===== src/rtl/bblf_pkg.sv =====
// Shared types and default constants for the bang-bang loop filter.
package bblf_pkg;

  typedef enum logic [0:0] {ST_ACQ, ST_TRACK} bblf_state_e;

  // Default loop configuration
  localparam int unsigned DefOutW    = 10;
  localparam int unsigned DefCenter  = 512;
  localparam int unsigned DefIntW    = 16;
  localparam int unsigned DefIntFrac = 4;
  localparam int unsigned DefKpAcq   = 3;
  localparam int unsigned DefKiAcq   = 4;
  localparam int unsigned DefKpTrk   = 1;
  localparam int unsigned DefKiTrk   = 2;
  localparam int unsigned DefAcqCnt  = 64;

  // Lock detector thresholds
  localparam int unsigned LockN  = 16;
  localparam int unsigned RunMax = 4;

  // Decision sign encoding on pd_up
  localparam logic SIGN_UP = 1'b1;
  localparam logic SIGN_DN = 1'b0;

endpackage


===== src/rtl/bb_loop_filter_if.sv =====
// Decision input / DCO word output bundle of the loop filter.
interface bb_loop_filter_if #(
  parameter int unsigned OUT_W = 10
);
  logic             pd_up;
  logic             pd_valid;
  logic             freeze;
  logic [OUT_W-1:0] dco_word;
  logic             word_valid;
  logic             acq;
  logic             lock;

  modport master (
    output pd_up, pd_valid, freeze,
    input  dco_word, word_valid, acq, lock
  );

  modport slave (
    input  pd_up, pd_valid, freeze,
    output dco_word, word_valid, acq, lock
  );
endinterface


===== src/rtl/bblf_lock_det.sv =====
// Lock detector: flags steady alternation of accepted bang-bang decisions.
module bblf_lock_det import bblf_pkg::*; #(
  parameter int unsigned LOCK_N  = LockN,
  parameter int unsigned RUN_MAX = RunMax
) (
  input  logic clk,
  input  logic rst_n,
  input  logic pd_up,
  input  logic accept,
  output logic lock
);
  localparam int unsigned AltW = $clog2(LOCK_N + 1);
  localparam int unsigned RunW = $clog2(RUN_MAX + 1);

  logic            seeded_q, prev_q, lock_q, lock_d;
  logic [AltW-1:0] alt_q, alt_d;
  logic [RunW-1:0] run_q, run_d;

  // Next alternation / run counts (saturating) and lock decision
  always_comb begin
    alt_d  = alt_q;
    run_d  = run_q;
    lock_d = lock_q;
    if (!seeded_q) begin
      // First decision only provides the reference sign
      alt_d = '0;
      run_d = RunW'(1);
    end else if (pd_up != prev_q) begin
      alt_d = (alt_q == AltW'(LOCK_N)) ? alt_q : alt_q + AltW'(1);
      run_d = RunW'(1);
    end else begin
      alt_d = '0;
      run_d = (run_q == RunW'(RUN_MAX)) ? run_q : run_q + RunW'(1);
    end
    if (alt_d == AltW'(LOCK_N)) begin
      lock_d = 1'b1;
    end else if (run_d == RunW'(RUN_MAX)) begin
      lock_d = 1'b0;
    end
  end

  // Detector state advances only on accepted decisions
  always_ff @(posedge clk or negedge rst_n) begin
    if (!rst_n) begin
      seeded_q <= 1'b0;
      prev_q   <= 1'b0;
      alt_q    <= '0;
      run_q    <= '0;
      lock_q   <= 1'b0;
    end else if (accept) begin
      seeded_q <= 1'b1;
      prev_q   <= pd_up;
      alt_q    <= alt_d;
      run_q    <= run_d;
      lock_q   <= lock_d;
    end
  end

  assign lock = lock_q;

endmodule


===== src/rtl/bb_loop_filter.sv =====
// Two-gear PI loop filter turning bang-bang decisions into a DCO control word.
// Define BBLF_LOCK_DET_EN to build the lock detector; otherwise lock is tied low.
module bb_loop_filter import bblf_pkg::*; #(
  parameter int unsigned OUT_W    = DefOutW,
  parameter int unsigned CENTER   = DefCenter,
  parameter int unsigned INT_W    = DefIntW,
  parameter int unsigned INT_FRAC = DefIntFrac,
  parameter int unsigned KP_ACQ   = DefKpAcq,
  parameter int unsigned KI_ACQ   = DefKiAcq,
  parameter int unsigned KP_TRK   = DefKpTrk,
  parameter int unsigned KI_TRK   = DefKiTrk,
  parameter int unsigned ACQ_CNT  = DefAcqCnt
) (
  input logic              clk,
  input logic              rst_n,
  bb_loop_filter_if.slave  bus
);
  localparam int unsigned SumW  = INT_W + 1;
  localparam int unsigned CalcW = INT_W + 2;
  localparam int unsigned PropW = ((KP_ACQ > KP_TRK) ? KP_ACQ : KP_TRK) + 2;
  localparam int unsigned CntW  = $clog2(ACQ_CNT + 1);

  localparam logic signed [SumW-1:0]  IntMax  = SumW'((2 ** (INT_W - 1)) - 1);
  localparam logic signed [SumW-1:0]  IntMin  = SumW'(-(2 ** (INT_W - 1)));
  localparam logic signed [SumW-1:0]  StepAcq = SumW'(2 ** KI_ACQ);
  localparam logic signed [SumW-1:0]  StepTrk = SumW'(2 ** KI_TRK);
  localparam logic signed [PropW-1:0] PropAcq = PropW'(2 ** KP_ACQ);
  localparam logic signed [PropW-1:0] PropTrk = PropW'(2 ** KP_TRK);
  localparam logic signed [CalcW-1:0] OutMax  = CalcW'((2 ** OUT_W) - 1);
  localparam logic signed [CalcW-1:0] CenterW = CalcW'(CENTER);
  localparam logic [CntW-1:0]         CntLast = CntW'(ACQ_CNT - 1);

  bblf_state_e             state_q;
  logic [CntW-1:0]         cnt_q;
  logic                    acq_q;
  logic                    accept, in_acq, lock;
  logic signed [INT_W-1:0] int_q, int_d;
  logic signed [PropW-1:0] prop_q, prop_d;
  logic [OUT_W-1:0]        word_q, word_d;
  logic                    word_valid_q;
  logic signed [SumW-1:0]  step, int_sum;
  logic signed [CalcW-1:0] word_sum;

  // freeze has priority over a coincident strobe
  assign accept = bus.pd_valid & ~bus.freeze;
  assign in_acq = (state_q == ST_ACQ);

  // Next integrator, proportional term and clamped output word
  always_comb begin
    step    = in_acq ? StepAcq : StepTrk;
    int_sum = SumW'(int_q) + ((bus.pd_up == SIGN_UP) ? step : -step);
    if (int_sum > IntMax) begin
      int_d = IntMax[INT_W-1:0];
    end else if (int_sum < IntMin) begin
      int_d = IntMin[INT_W-1:0];
    end else begin
      int_d = int_sum[INT_W-1:0];
    end
    if (bus.pd_up == SIGN_UP) begin
      prop_d = in_acq ? PropAcq : PropTrk;
    end else begin
      prop_d = in_acq ? -PropAcq : -PropTrk;
    end
    word_sum = CenterW + CalcW'(int_d >>> INT_FRAC) + CalcW'(prop_d);
    if (word_sum[CalcW-1]) begin
      word_d = '0;
    end else if (word_sum > OutMax) begin
      word_d = OutMax[OUT_W-1:0];
    end else begin
      word_d = word_sum[OUT_W-1:0];
    end
  end

  // Loop state and output word update once per accepted decision
  always_ff @(posedge clk or negedge rst_n) begin
    if (!rst_n) begin
      int_q        <= '0;
      prop_q       <= '0;
      word_q       <= OUT_W'(CENTER);
      word_valid_q <= 1'b0;
    end else begin
      word_valid_q <= accept;
      if (accept) begin
        int_q  <= int_d;
        prop_q <= prop_d;
        word_q <= word_d;
      end
    end
  end

  // Gear FSM: ACQ_CNT decisions in ACQ, then TRACK until reset
  always_ff @(posedge clk or negedge rst_n) begin
    if (!rst_n) begin
      state_q <= ST_ACQ;
      cnt_q   <= '0;
      acq_q   <= 1'b1;
    end else if (accept && state_q == ST_ACQ) begin
      if (cnt_q == CntLast) begin
        state_q <= ST_TRACK;
        acq_q   <= 1'b0;
      end else begin
        cnt_q <= cnt_q + CntW'(1);
      end
    end
  end

`ifdef BBLF_LOCK_DET_EN
  bblf_lock_det #(
    .LOCK_N  (LockN),
    .RUN_MAX (RunMax)
  ) u_lock_det (
    .clk    (clk),
    .rst_n  (rst_n),
    .pd_up  (bus.pd_up),
    .accept (accept),
    .lock   (lock)
  );
`else
  assign lock = 1'b0;
`endif

  assign bus.dco_word   = word_q;
  assign bus.word_valid = word_valid_q;
  assign bus.acq        = acq_q;
  assign bus.lock       = lock;

endmodule

===== src/flat_wrapper.sv =====
// flat-port wrapper written by rule: the top's interface ports become plain ports
module bb_loop_filter_flat import bblf_pkg::*;
#(
  parameter int unsigned OUT_W    = DefOutW,
  parameter int unsigned CENTER   = DefCenter,
  parameter int unsigned INT_W    = DefIntW,
  parameter int unsigned INT_FRAC = DefIntFrac,
  parameter int unsigned KP_ACQ   = DefKpAcq,
  parameter int unsigned KI_ACQ   = DefKiAcq,
  parameter int unsigned KP_TRK   = DefKpTrk,
  parameter int unsigned KI_TRK   = DefKiTrk,
  parameter int unsigned ACQ_CNT  = DefAcqCnt
)
  (clk, rst_n, bus_pd_up, bus_pd_valid, bus_freeze, bus_dco_word, bus_word_valid, bus_acq, bus_lock);
  bb_loop_filter_if #(.OUT_W(OUT_W)) bus_i ();
  input logic clk;
  input logic rst_n;
  input wire logic [$bits(bus_i.pd_up)-1:0] bus_pd_up;
  input wire logic [$bits(bus_i.pd_valid)-1:0] bus_pd_valid;
  input wire logic [$bits(bus_i.freeze)-1:0] bus_freeze;
  output wire logic [$bits(bus_i.dco_word)-1:0] bus_dco_word;
  output wire logic [$bits(bus_i.word_valid)-1:0] bus_word_valid;
  output wire logic [$bits(bus_i.acq)-1:0] bus_acq;
  output wire logic [$bits(bus_i.lock)-1:0] bus_lock;
  assign bus_i.pd_up = bus_pd_up;
  assign bus_i.pd_valid = bus_pd_valid;
  assign bus_i.freeze = bus_freeze;
  assign bus_dco_word = bus_i.dco_word;
  assign bus_word_valid = bus_i.word_valid;
  assign bus_acq = bus_i.acq;
  assign bus_lock = bus_i.lock;
  bb_loop_filter #(.OUT_W(OUT_W), .CENTER(CENTER), .INT_W(INT_W), .INT_FRAC(INT_FRAC), .KP_ACQ(KP_ACQ), .KI_ACQ(KI_ACQ), .KP_TRK(KP_TRK), .KI_TRK(KI_TRK), .ACQ_CNT(ACQ_CNT)) u_core (.clk(clk), .rst_n(rst_n), .bus(bus_i));
endmodule

===== config.mk =====
export PLATFORM = sky130hd
export DESIGN_NAME = bb_loop_filter_flat
export DESIGN_NICKNAME = d
export VERILOG_FILES = /design/src/rtl/bblf_pkg.sv /design/src/rtl/bb_loop_filter_if.sv /design/src/rtl/bblf_lock_det.sv /design/src/rtl/bb_loop_filter.sv /design/src/flat_wrapper.sv
export SDC_FILE = /design/constraint.sdc
export NUM_CORES = 1
export LEC_CHECK = 0
export ABC_CLOCK_PERIOD_IN_PS = 7700
export BUFFER_PORTS_ARGS = -buffer_cell sky130_fd_sc_hd__buf_2
export CAP_MARGIN = 0
export CELL_PAD_IN_SITES_DETAIL_PLACEMENT = 1
export CELL_PAD_IN_SITES_GLOBAL_PLACEMENT = 1
export CORE_UTILIZATION = 30
export DETAILED_ROUTE_END_ITERATION = 16
export GPL_TIMING_DRIVEN = 0
export PLACE_DENSITY_LB_ADDON = 0.1
export SETUP_SLACK_MARGIN = 0.4
export SLEW_MARGIN = 10
export SYNTH_ARGS = -nofsm -noshare
export SYNTH_HDL_FRONTEND = slang
export SYNTH_SLANG_ARGS = --single-unit

===== constraint.sdc =====
create_clock -name clk -period 7.7 [get_ports clk]
set_input_delay 1.54 -clock clk [delete_from_list [all_inputs] [get_ports clk]]
set_output_delay 1.54 -clock clk [all_outputs]
set_load 0.005 [all_outputs]

### After elaboration in Yosys (flattened, before gate mapping)

Index checks and enable logic that the tools add are counted.

* register bits after elaboration: 36
* input port bits: 5
* output and inout port bits: 13
* logic and storage cells: 31

* $add $sub $neg: 5
* magnitude comparators: 3
* eq/ne operators: 1
* mux-type cells: 9
* bitwise logic cells: 4
* reduce and logical (&&, ||, !) cells: 3

Operators with widths (count)
* 16-bit two-way mux: 2
* 10-bit two-way mux: 2
* 18-bit by 11-bit > comparator with 1-bit output (second input constant): 1
* 16-bit by 17-bit adder with 17-bit output: 1
* 17-bit by 16-bit > comparator with 1-bit output (second input constant): 1
* 17-bit by 16-bit < comparator with 1-bit output (second input constant): 1
* 17-bit two-way mux: 1
* 17-bit negation: 1
* 13-bit by 5-bit adder with 14-bit output: 1
* 11-bit by 12-bit adder with 13-bit output (first input constant): 1
* 5-bit two-way mux: 2
* 7-bit by 1-bit adder with 7-bit output (second input constant): 1
* 7-bit by 6-bit == test with 1-bit output (second input constant): 1
* 4-bit two-way mux: 1
* 2-bit AND reduction: 2
* 3-bit two-way mux: 1
* 1-bit NOT: 3
* 1-bit bitwise AND: 1
* 1-bit logical AND: 1

### Depth between registers and ports, before layout

Gate-level depths: netlist of the first run.

* depth after elaboration: 12
* depth in mapped cells: 22

### Worst setup path before layout of the first run

OpenSTA, ideal clock, no wires.

* path kind: input -> register
* from: input bus_pd_up
* to: register u_core.word_q[1] (netlist: u_core.bus.dco_word[1])
* arrival: 6.294 ns
* data required time: 7.577 ns
* path slack: 1.284 ns
* cell stages on the path: 19
* cell sequence: inv_1 > ha_1 > buf_2 > and4_1 > a32o_1 > a31o_1 > o41ai_4 > nor2_2 > nor2_1 > nor2_1 > ha_1 > ha_1 > a211oi_1 > o21a_1 > o21bai_1 > or4b_1 > a211oi_1 > o311ai_2 > o221a_2

* cells in the longest elaborated chain, start to end: 10
* elaborated cells on any way between the ends: 12
* classes of those cells: 3 x add/sub; 3 x order compare; 6 x mux

RTL lines
* start: declaration: RTL line flat_wrapper.sv:18 `input wire logic [$bits(bus_i.pd_up)-1:0] bus_pd_up;`
* 17-bit two-way mux (*): RTL line bb_loop_filter.sv:51 `int_sum = SumW'(int_q) + ((bus.pd_up == SIGN_UP) ? step : -step);`
* 16-bit by 17-bit adder with 17-bit output (*): RTL line bb_loop_filter.sv:51
* 17-bit by 16-bit < comparator with 1-bit output: RTL line bb_loop_filter.sv:54 `end else if (int_sum < IntMin) begin`
* 16-bit two-way mux: RTL line bb_loop_filter.sv:54
* 16-bit two-way mux (*): RTL line bb_loop_filter.sv:52 `if (int_sum > IntMax) begin`
* net u_core.int_d[7]: RTL line bb_loop_filter.sv:37 `logic signed [INT_W-1:0] int_q, int_d;`
* 11-bit by 12-bit adder with 13-bit output (*): RTL line bb_loop_filter.sv:64 `word_sum = CenterW + CalcW'(int_d >>> INT_FRAC) + CalcW'(prop_d);`
* 13-bit by 5-bit adder with 14-bit output (*): RTL line bb_loop_filter.sv:64
* 18-bit by 11-bit > comparator with 1-bit output: RTL line bb_loop_filter.sv:67 `end else if (word_sum > OutMax) begin`
* 10-bit two-way mux: RTL line bb_loop_filter.sv:67
* 10-bit two-way mux (*): RTL line bb_loop_filter.sv:65 `if (word_sum[CalcW-1]) begin`
* end signal: assignment: RTL line bb_loop_filter.sv:79 `word_q <= OUT_W'(CENTER);`
* end signal: assignment: RTL line bb_loop_filter.sv:86 `word_q <= word_d;`
* end: declaration: RTL line bb_loop_filter.sv:39 `logic [OUT_W-1:0] word_q, word_d;`

The timed path passes the listed nets; every way through them passes the cells marked *.
A chain may end at the register's enable or synchronous reset.

### Final worst setup path of the first run

* from: input bus_pd_up
* to: register u_core.word_q[3] (netlist: u_core.bus.dco_word[3])

The elaborated chain is that of the path after synthesis.

==> results of run 1 <==
flip-flops by register name, indices dropped and copies added, names as in the netlist:
name and cells:
u_core.bus.acq 1, u_core.bus.dco_word 10, u_core.bus.word_valid 1, u_core.cnt_q 7, u_core.int_q 14, u_core.state_q 1
worst reg2reg max path: stages (launching register included):
cell and delay [ns]:
dfrtp_1 0.53, nand2_1 0.13, ha_1 0.43, and4b_1 0.27, o211ai_1 0.15, nand3_1 0.14, nand2_1 0.12, o31ai_4 0.38
inv_2 0.18, nor3_4 0.19, nor2_1 0.09, nor2_1 0.11, ha_1 0.27, ha_1 0.32, a211oi_1 0.30, o21a_1 0.21
o21bai_1 0.14, or4b_1 0.53, a211oi_1 0.33, o311ai_2 0.29, o221a_2 0.34
area by class of cell:
type                    count  area, µm²
repair buffers             27      162.7
fillers                  1093       5984
flip-flops and latches     34      853.3
clock buffers               6      82.58
inverters                  14      56.30
well taps                 129      161.4
plain buffers              10      43.79
clock inverters             2      12.51
multi-input cells         254       1971
layout by cell type (no fill, tap or decap), drive strengths merged, types with 6 or more instances in the layout:
cell type and instances:
ha 36, dfrtp 32, buf 31, nand2 25, nor2 21, o21ai 21, a21oi 20, xnor2 14
inv 13, clkbuf 12, a21o 10, o221a 10, nand3 8, nor3 8, xor2 7, nand2b 6
o31ai 6
cells in the mapped netlist, types with 3 or more instances:
| cell | instances |
|---|---|
| a211oi_1 | 3 |
| a21o_1 | 10 |
| a21oi_1 | 20 |
| and3_1 | 3 |
| clkbuf_1 | 5 |
| dfrtp_1 | 32 |
| ha_1 | 36 |
| inv_1 | 12 |
| maj3_2 | 4 |
| mux2_2 | 4 |
| nand2_1 | 25 |
| nand2b_1 | 6 |
| nand3_1 | 8 |
| nor2_1 | 20 |
| nor2b_1 | 3 |
| nor3_1 | 7 |
| nor3b_1 | 3 |
| o21ai_0 | 14 |
| o21ai_1 | 7 |
| o21bai_1 | 3 |
| o221a_2 | 10 |
| o31ai_1 | 5 |
| xnor2_1 | 14 |
| xor2_1 | 7 |
cells by family after synthesis:
group | share of synthesized area
AO/OA/AOI/OAI | 0.2583
buffers and inverters | 0.03309
flip-flops | 0.2931
multiplexers | 0.01891
XOR/XNOR | 0.06317
other | 0.001288
AND/OR/NAND/NOR | 0.1551
adder cells (fa/ha/maj) | 0.1771
final timing paths:
path / from / slack (ns) / to / cells past startpoint
max: bus_pd_up / 0.76 / u_core.bus.dco_word[3]$_DFFE_PN0P_ / 19
min: u_core.bus.acq$_DFFE_PN1P_ / 0.46 / u_core.bus.acq$_DFFE_PN1P_ / 1
max reg2reg: u_core.state_q$_DFFE_PN0P_ / 2.15 / u_core.bus.dco_word[3]$_DFFE_PN0P_ / 20
min reg2reg: u_core.bus.acq$_DFFE_PN1P_ / 0.46 / u_core.bus.acq$_DFFE_PN1P_ / 1
max in group asynchronous: rst_n / 5.86 / u_core.bus.dco_word[3]$_DFFE_PN0P_ / 1
min in group asynchronous: rst_n / 1.33 / u_core.int_q[8]$_DFFE_PN0P_ / 1
metal layers:
metal | global-route usage | wire length (µm)
met5 | 0 | 0
met4 | 0.04013 | 73
met3 | 0.01803 | 126
met2 | 0.2466 | 3368
met1 | 0.2198 | 3747
timing repair:
item | CTS | global route
setup endpoints to repair | 0 | 10
hold endpoints to repair | 0 | 0
gates resized for setup | 0 | 5
setup buffers | 0 | 11
metrics by stage:
stage	util	setup slack [ns]	hold slack [ns]	cells	instance area (µm²)
CTS	0.3482	0.4839	0.4666	465	3248
global route	0.3584	0.3991	0.4808	476	3343
finish	0.3584	0.7558	0.4618	476	3343
detailed placement	0.3380	0.1723	0.4564	457	3153
floorplan	-	1.284	0.4424	312	2912
global placement	0.3380	0.1547	0.4536	457	3153
==> flow_summary_export.csv, run 1 <==
group,metric,value,unit
worst_setup_path,slowest_stage,"o41ai_4",
sta,maxSlewHeadroom,0.4749,
sta,rsz0062_at_grt,"no",
yosys,ys_ff_latch,34,
grt,antenna_found_initial,0,
worst_setup_path,critPathRequiredTime,7.87,ns
grt,first_global_vias,2384,
sta,finalCriticalPeriod,6.944,ns
sta,tightest_slew,0.7876,ns
yosys,yosys_warnings,0,
clocking,cts_buffer_depth,2,
outcome,status,"finished, final reports clean",
clocking,root_buffer,"clkbuf_8",
finish,n_antenna_cell,0,
place,gp_congestion,0.7282,
worst_setup_path,critPathMaxStageDelay,0.56,ns
grt,gr-total-overflow,0,
clocking,cts_inserted_buffers,5,
route,drc,0,
yosys,yosysTopAreaCell,"dfrtp_1",
worst_setup_path,crit_top_cell,"ha_1",
worst_setup_path,cpLargestDelayFamily,"compound AO/OA/AOI/OAI gates",
yosys,synth_top_cell_area_share,0.2750,
finish,drive_gt1_frac,0.2075,
sta,fmax,0.1440,GHz
grt,grt_first_pass_wirelength,12230,µm
finish,syn_to_final_growth,14.83,%
yosys,synth_area_per_cell,9.332,µm²
die,core_region_area,9328,µm²
die,die_x,100.5,µm
yosys,synth.distinct_cells,65,
sta,setup_viol,0,
yosys,synthArstFlopShare,1.000,
die,rows,35,
die,io_pins,18,
clocking,clk_latency,0.29,ns
worst_setup_path,crit_type,"in -> reg",
yosys,synthCells,312,
yosys,syn-num-nets,354,
route,drt_pre_antenna_iters,4,
place,place_hpwl,5646,µm
die,die-area,10100,µm²
worst_setup_path,cp_max_fo,14,
yosys,yosysSeqAreaShare,0.2931,
sta,setup_tns,0,ns
yosys,synth_area,2912,µm²
clocking,cts_tree,"done",
sta,hold_viol_final,0,
yosys,ys.flop_type,"dfrtp_1",
clocking,cts_hold_buf,0,
worst_setup_path,cp-start-kind,"primary input",
grt,grt_usage,0.1540,
place,port_buffers,16,
worst_setup_path,end_kind,"register",
sta,fin_skew,0.006396,ns
run,drv_cap,0,
worst_setup_path,cp.arrival,7.11,ns
route,wl,7315,µm
yosys,synth.area.top_cells,"dfrtp_1, ha_1, xnor2_1",
sta,drv_slew,0,
die,fp.dieH,100.5,µm
route,viasPerCell,5.122,
clocking,clk_pin_slew_worst_paths,0.07,ns
sta,min_period_over_period,0.9018,
die,start_util,0.3121,
clocking,htree_levels,2,
worst_setup_path,path_buf_inv,2,
route,drt-initial-drc-count,81,
clocking,clock_sinks,34,
route,wl_per_cell,15.37,µm
min_path,hold_class,"reg -> reg",
route,ant_nets,0,
finish,final_nets,388,
yosys,synth_edf_count,0,
route,vias,2438,
grt,grt_max_degree,35,
worst_setup_path,path_cells,"buf_2 -> clkinvlp_4 -> ha_1 -> a21o_1 -> a32o_1 -> a31o_1 -> o41ai_4 -> nor2_2 -> nor2_2 -> nor2_1 -> ha_1 -> ha_1 -> a211oi_1 -> o21a_1 -> o21bai_1 -> or4b_1 -> a211oi_1 -> o311ai_2 -> o221a_2",
Power of run 1 is left out: the tool's default activity adds up to more than one toggle a clock period on the data nets, which glitch-free logic cannot reach.
==> run 2: changes to the inputs <==
ABC_CLOCK_PERIOD_IN_PS = 7140   (was 7700)
CORE_MARGIN = 1.5   (was not set)
clock period = 7.14 ns   (was 7.7 ns; I/O delays follow)
==> run 2 against run 1 <==
Net effect:
- sequential cell count stayed put
- via count rose by 0.78%
- setup slack got worse by 0.058 ns
- global-route usage grew 0.41 points
- first-iteration DRC count is 12% higher
- critical path type unchanged
- highest routed layer unchanged
==> flow_summary_export.csv, run 2 (synthesis gave the netlist of run 1 again) <==
group,metric,value,unit
worst_setup_path,rrSetupSlack,1.78,ns
grt,grt_max_degree,35,
worst_setup_path,crit_type,"in -> reg",
finish,final_common_cell,"ha_1",
clocking,root_buffer,"clkbuf_8",
grt,antenna_found_initial,0,
grt,grt_first_pass_wirelength,12850,µm
worst_setup_path,critPathRequiredTime,7.31,ns
die,io_pins,18,
route,vias,2457,
finish,syn_to_final_growth,15.77,%
finish,largest_register_ffs,14,
finish,mostFrequentLayoutCells,"ha_1, dfrtp_1, nand2_1",
worst_setup_path,crit_top_cell,"ha_1",
grt,gr-total-overflow,0,
route,ant_nets,0,
finish,multiInputGateArea,1999,µm²
clocking,cts_inserted_buffers,5,
route,drc,0,
min_path,hold_class,"reg -> reg",
sta,fmax,0.1552,GHz
clocking,clk_pin_slew_worst_paths,0.07,ns
place,gp_congestion,0.7532,
sta,fin_skew,0.002813,ns
sta,setup_tns,0,ns
clocking,clk_latency,0.28,ns
run,drv_cap,0,
finish,drive_gt1_frac,0.2093,
sta,tightest_slew,0.7966,ns
worst_setup_path,cp_max_fo,10,
worst_setup_path,path_cells,"buf_2 -> clkinvlp_4 -> ha_1 -> and4_1 -> a32o_1 -> a31o_1 -> a221o_2 -> or2_1 -> maj3_2 -> inv_1 -> ha_1 -> ha_1 -> a211oi_1 -> o21a_1 -> o21bai_2 -> or4b_1 -> a211oi_2 -> o311ai_4 -> o221a_2",
route,wl,7691,µm
sta,rsz0062_at_grt,"no",
sta,hold_viol_final,0,
die,start_util,0.3121,
route,drt_pre_antenna_iters,4,
finish,regArea,853.3,µm²
worst_setup_path,end_kind,"register",
die,die-area,10310,µm²
route,viasPerCell,5.195,
finish,fillers,1102,
place,place_hpwl,5788,µm
die,core_region_area,9328,µm²
route,wl_per_cell,16.26,µm
worst_setup_path,cp-start-kind,"primary input",
clocking,cts_buffer_depth,2,
worst_setup_path,path_buf_inv,3,
die,fp.dieH,101.5,µm
sta,setup_viol,0,
clocking,htree_levels,2,
die,die_x,101.5,µm
outcome,status,"finished, final reports clean",
clocking,clock_sinks,34,
worst_setup_path,slowest_stage,"or4b_1",
finish,n_antenna_cell,0,
sta,drv_slew,0,
clocking,cts_tree,"done",
place,port_buffers,16,
die,rows,35,
route,drt-initial-drc-count,91,
sta,min_period_over_period,0.9022,
worst_setup_path,cp.arrival,6.61,ns
finish,final_nets,385,
sta,maxSlewHeadroom,0.4689,
worst_setup_path,cpLargestDelayFamily,"compound AO/OA/AOI/OAI gates",
sta,finalCriticalPeriod,6.442,ns
worst_setup_path,critPathMaxStageDelay,0.55,ns
grt,grt_usage,0.1581,
grt,first_global_vias,2500,
finish,largest_register,"u_core.int_q",
-- run 2: final timing paths --
kind | from | to | depth (start not counted)
min reg2reg | u_core.bus.acq$_DFFE_PN1P_ | u_core.bus.acq$_DFFE_PN1P_ | 1
min | u_core.bus.acq$_DFFE_PN1P_ | u_core.bus.acq$_DFFE_PN1P_ | 1
min in group asynchronous | rst_n | u_core.cnt_q[0]$_DFFE_PN0P_ | 1
max reg2reg | u_core.state_q$_DFFE_PN0P_ | u_core.bus.dco_word[2]$_DFFE_PN0P_ | 20
max in group asynchronous | rst_n | u_core.int_q[14]$_DFFE_PN0P_ | 1
max | bus_pd_up | u_core.bus.dco_word[2]$_DFFE_PN0P_ | 19
-- run 2: layer usage --
metal	routed length [µm]	up-vias	share of wire	track usage
met2	3497	27	0.45	0.2610
met1	4000	1190	0.52	0.2214
met5	0	-	0	0
met3	126	6	0.016	0.01863
li1	-	1234	-	-
met4	68	0	0.0088	0.03526
-- run 2: timing repair --
action	CTS	global route
cloned	0	0
resized for setup	3	9
endpoints found under the setup margin	10	10
hold buffers	0	0
pin swaps	1	3
buffers inserted	3	5
-- run 2: final cells by class --
| type | instances | area share |
|---|---|---|
| Multi-Input combinational cell | 254 | 0.5932 |
| Buffer | 10 | 0.01299 |
| Sequential cell | 34 | 0.2532 |
| Timing Repair Buffer | 24 | 0.04157 |
| Inverter | 14 | 0.01670 |
| Clock inverter | 1 | 0.008909 |
| Clock buffer | 7 | 0.02561 |
| Tap cell | 129 | 0.04788 |
-- run 2: per-stage QoR --
| stage | hold WS, ns | area (µm²) | worst slack [ns] | utilization | std cells |
|---|---|---|---|---|---|
| after global placement | 0.4537 | 3153 | -0.2688 | 0.3380 | 457 |
| final | 0.4626 | 3371 | 0.6982 | 0.3614 | 473 |
| after floorplan | 0.4424 | 2912 | 0.8359 | - | 312 |
| after detailed placement | 0.4561 | 3153 | -0.2869 | 0.3380 | 457 |
| after CTS | 0.4667 | 3298 | 0.4137 | 0.3536 | 468 |
| after global routing | 0.4814 | 3371 | 0.3804 | 0.3614 | 473 |
Power of run 2 is left out for the same reason.
==> run 3: changes to the inputs <==
--- a/config.mk
+++ b/config.mk
@@ -13,4 +13,5 @@
 export CORE_MARGIN = 1.5
 export CORE_UTILIZATION = 30
+export CTS_BUF_LIST = sky130_fd_sc_hd__clkbuf_16
 export DETAILED_ROUTE_END_ITERATION = 16
 export GPL_TIMING_DRIVEN = 0
==> constraint.sdc (replaced) <==
create_clock -name clk -period 7.14 [get_ports clk]
set_input_delay 0 -clock clk [delete_from_list [all_inputs] [get_ports clk]]
set_output_delay 0 -clock clk [all_outputs]
set_load 0.005 [all_outputs]
==> run 3 against run 2 <==
Net effect:
- global-route usage down 0.33 points
- cell count down 1.5%
- wire length down 3.1%
- clock skew about the same
- sequential cell count unchanged
- utilization down 0.48 points
- die area unchanged
- non-clock buffer count down 7
- clock-buffer cell count down 2
- worst hold slack worse by 0.11 ns
==> flow_summary_export.csv, run 3 (synthesis gave the netlist of run 1 again) <==
group,metric,value,unit
outcome,status,"finished, final reports clean",
grt,grt_first_pass_wirelength,12630,µm
place,place_hpwl,5788,µm
finish,drive_gt1_frac,0.1632,
clocking,clk_latency,0.27,ns
sta,setup_viol,0,
worst_setup_path,rrSetupSlack,1.30,ns
finish,n_antenna_cell,0,
sta,rsz0062_at_grt,"no",
worst_setup_path,timing.rr.start,"u_core.state_q$_DFFE_PN0P_",
grt,antenna_found_initial,0,
sta,maxSlewHeadroom,0.4610,
clocking,root_buffer,"clkbuf_16",
finish,mostFrequentLayoutCells,"ha_1, dfrtp_1, nand2_1",
sta,hold-worst-slack,0.3500,ns
worst_setup_path,cp.arrival,6.00,ns
die,die_x,101.5,µm
route,wl,7456,µm
worst_setup_path,end_kind,"register",
sta,setup_tns,0,ns
grt,first_global_vias,2463,
finish,finalInstanceArea,3326,µm²
sta,fin_skew,0.002913,ns
die,core_region_area,9328,µm²
finish,largest_register,"u_core.int_q",
place,gp_congestion,0.7532,
worst_setup_path,cp_max_fo,10,
sta,tightest_slew,0.8085,ns
route,drt-initial-drc-count,96,
worst_setup_path,crit_type,"reg -> reg",
sta,finalCriticalPeriod,5.839,ns
sta,drv_slew,0,
finish,fillers,1098,
clocking,clk_pin_slew_worst_paths,0.05,ns
route,vias,2407,
clocking,htree_levels,2,
finish,syn_to_final_growth,14.22,%
place,port_buffers,16,
finish,final_cells,466,
die,rows,35,
finish,final_common_cell,"ha_1",
finish,regArea,853.3,µm²
worst_setup_path,reg2reg_depth,20,
grt,grt_max_degree,35,
route,drt_pre_antenna_iters,4,
finish,final_nets,378,
clocking,cts_buffer_depth,2,
grt,gr-total-overflow,0,
die,io_pins,18,
worst_setup_path,worstReg2RegEnd,"u_core.bus.dco_word[2]$_DFFE_PN0P_",
clocking,clock_sinks,34,
place,dp.cells,457,
worst_setup_path,critPathRequiredTime,7.30,ns
route,viasPerCell,5.165,
clocking,post_cts_resized,0,
die,die-area,10310,µm²
place,place_area,3153,µm²
die,fp.dieH,101.5,µm
run,drv_cap,0,
worst_setup_path,cp-start-kind,"register",
route,ant_nets,0,
sta,fmax,0.1713,GHz
clocking,cts_inserted_buffers,5,
sta,min_period_over_period,0.8177,
clocking,cts_tree,"done",
die,start_util,0.3121,
grt,grt_usage,0.1548,
finish,largest_register_ffs,14,
min_path,hold_class,"in -> async",
finish,multiInputGateArea,1962,µm²
route,drc,0,
route,wl_per_cell,16.00,µm
sta,hold_viol_final,0,
[run 3: cell count changes in the layout (fill, tap and decap cells not counted), moves of 2 or more]
| cell | before | now |
|---|---|---|
| clkbuf_8 | 6 | 0 |
| o21ai_0 | 12 | 14 |
| clkbuf_16 | 0 | 5 |
| o21ai_2 | 2 | 0 |
| inv_1 | 11 | 13 |
| buf_4 | 9 | 1 |
[run 3: worst max-delay path, stage by stage (launching register included)]
cell      delay [ns]
dfrtp_1         0.51
nand2_1         0.13
ha_1            0.43
and4b_1         0.27
o211ai_1        0.14
nand3_1         0.14
nand2_1         0.13
o31ai_4         0.42
inv_2           0.19
nor3_4          0.40
nor2_1          0.13
nor2_1          0.12
ha_1            0.28
ha_1            0.32
a211oi_1        0.29
o21a_1          0.20
o21bai_1        0.14
or4b_1          0.53
a211oi_1        0.31
o311ai_2        0.29
o221a_2         0.34
[run 3: cell type report]
type,instances,area share
clock buffers,5,0.03762
plain buffers,10,0.01317
clock inverters,3,0.01129
repair buffers,17,0.02709
inverters,14,0.01580
multi-input cells,254,0.5899
flip-flops and latches,34,0.2566
well taps,129,0.04853
[run 3: stage by stage]
step           setup slack (ns)    util
3_5_place_dp              1.141  0.3380
4_1_cts                   1.212  0.3565
5_1_grt                  0.7920  0.3565
3_3_place_gp              1.159  0.3380
6_report                  1.301  0.3565
2_1_floorplan             2.264       -
[run 3: how the worst max path moves through the flow]
| stage | cells past startpoint | endpoint | start | slack, ns |
|---|---|---|---|---|
| floorplan | 19 | u_core.bus.dco_word[1]$_DFFE_PN0P_ | bus_pd_up | 2.26 |
| global placement | 19 | u_core.bus.dco_word[2]$_DFFE_PN0P_ | bus_pd_up | 1.16 |
| detailed placement | 19 | u_core.bus.dco_word[0]$_DFFE_PN0P_ | bus_pd_up | 1.14 |
| CTS | 20 | u_core.bus.dco_word[3]$_DFFE_PN0P_ | u_core.state_q$_DFFE_PN0P_ | 1.21 |
| global route | 20 | u_core.bus.dco_word[3]$_DFFE_PN0P_ | u_core.state_q$_DFFE_PN0P_ | 0.79 |
| finish | 20 | u_core.bus.dco_word[2]$_DFFE_PN0P_ | u_core.state_q$_DFFE_PN0P_ | 1.30 |
[run 3: timing repair]
item	CTS	global route
setup buffers	0	0
hold endpoints to repair	32	0
hold buffers	1	0
[run 3: layer usage]
layer  part of all wire  vias to the layer above  GRT usage
met5                  0                        -          0
met4             0.0067                        0    0.02885
met3              0.019                        4    0.01863
met2               0.45                       33     0.2533
met1               0.52                     1151     0.2205
li1                   -                     1219          -
Power of run 3 is left out for the same reason.
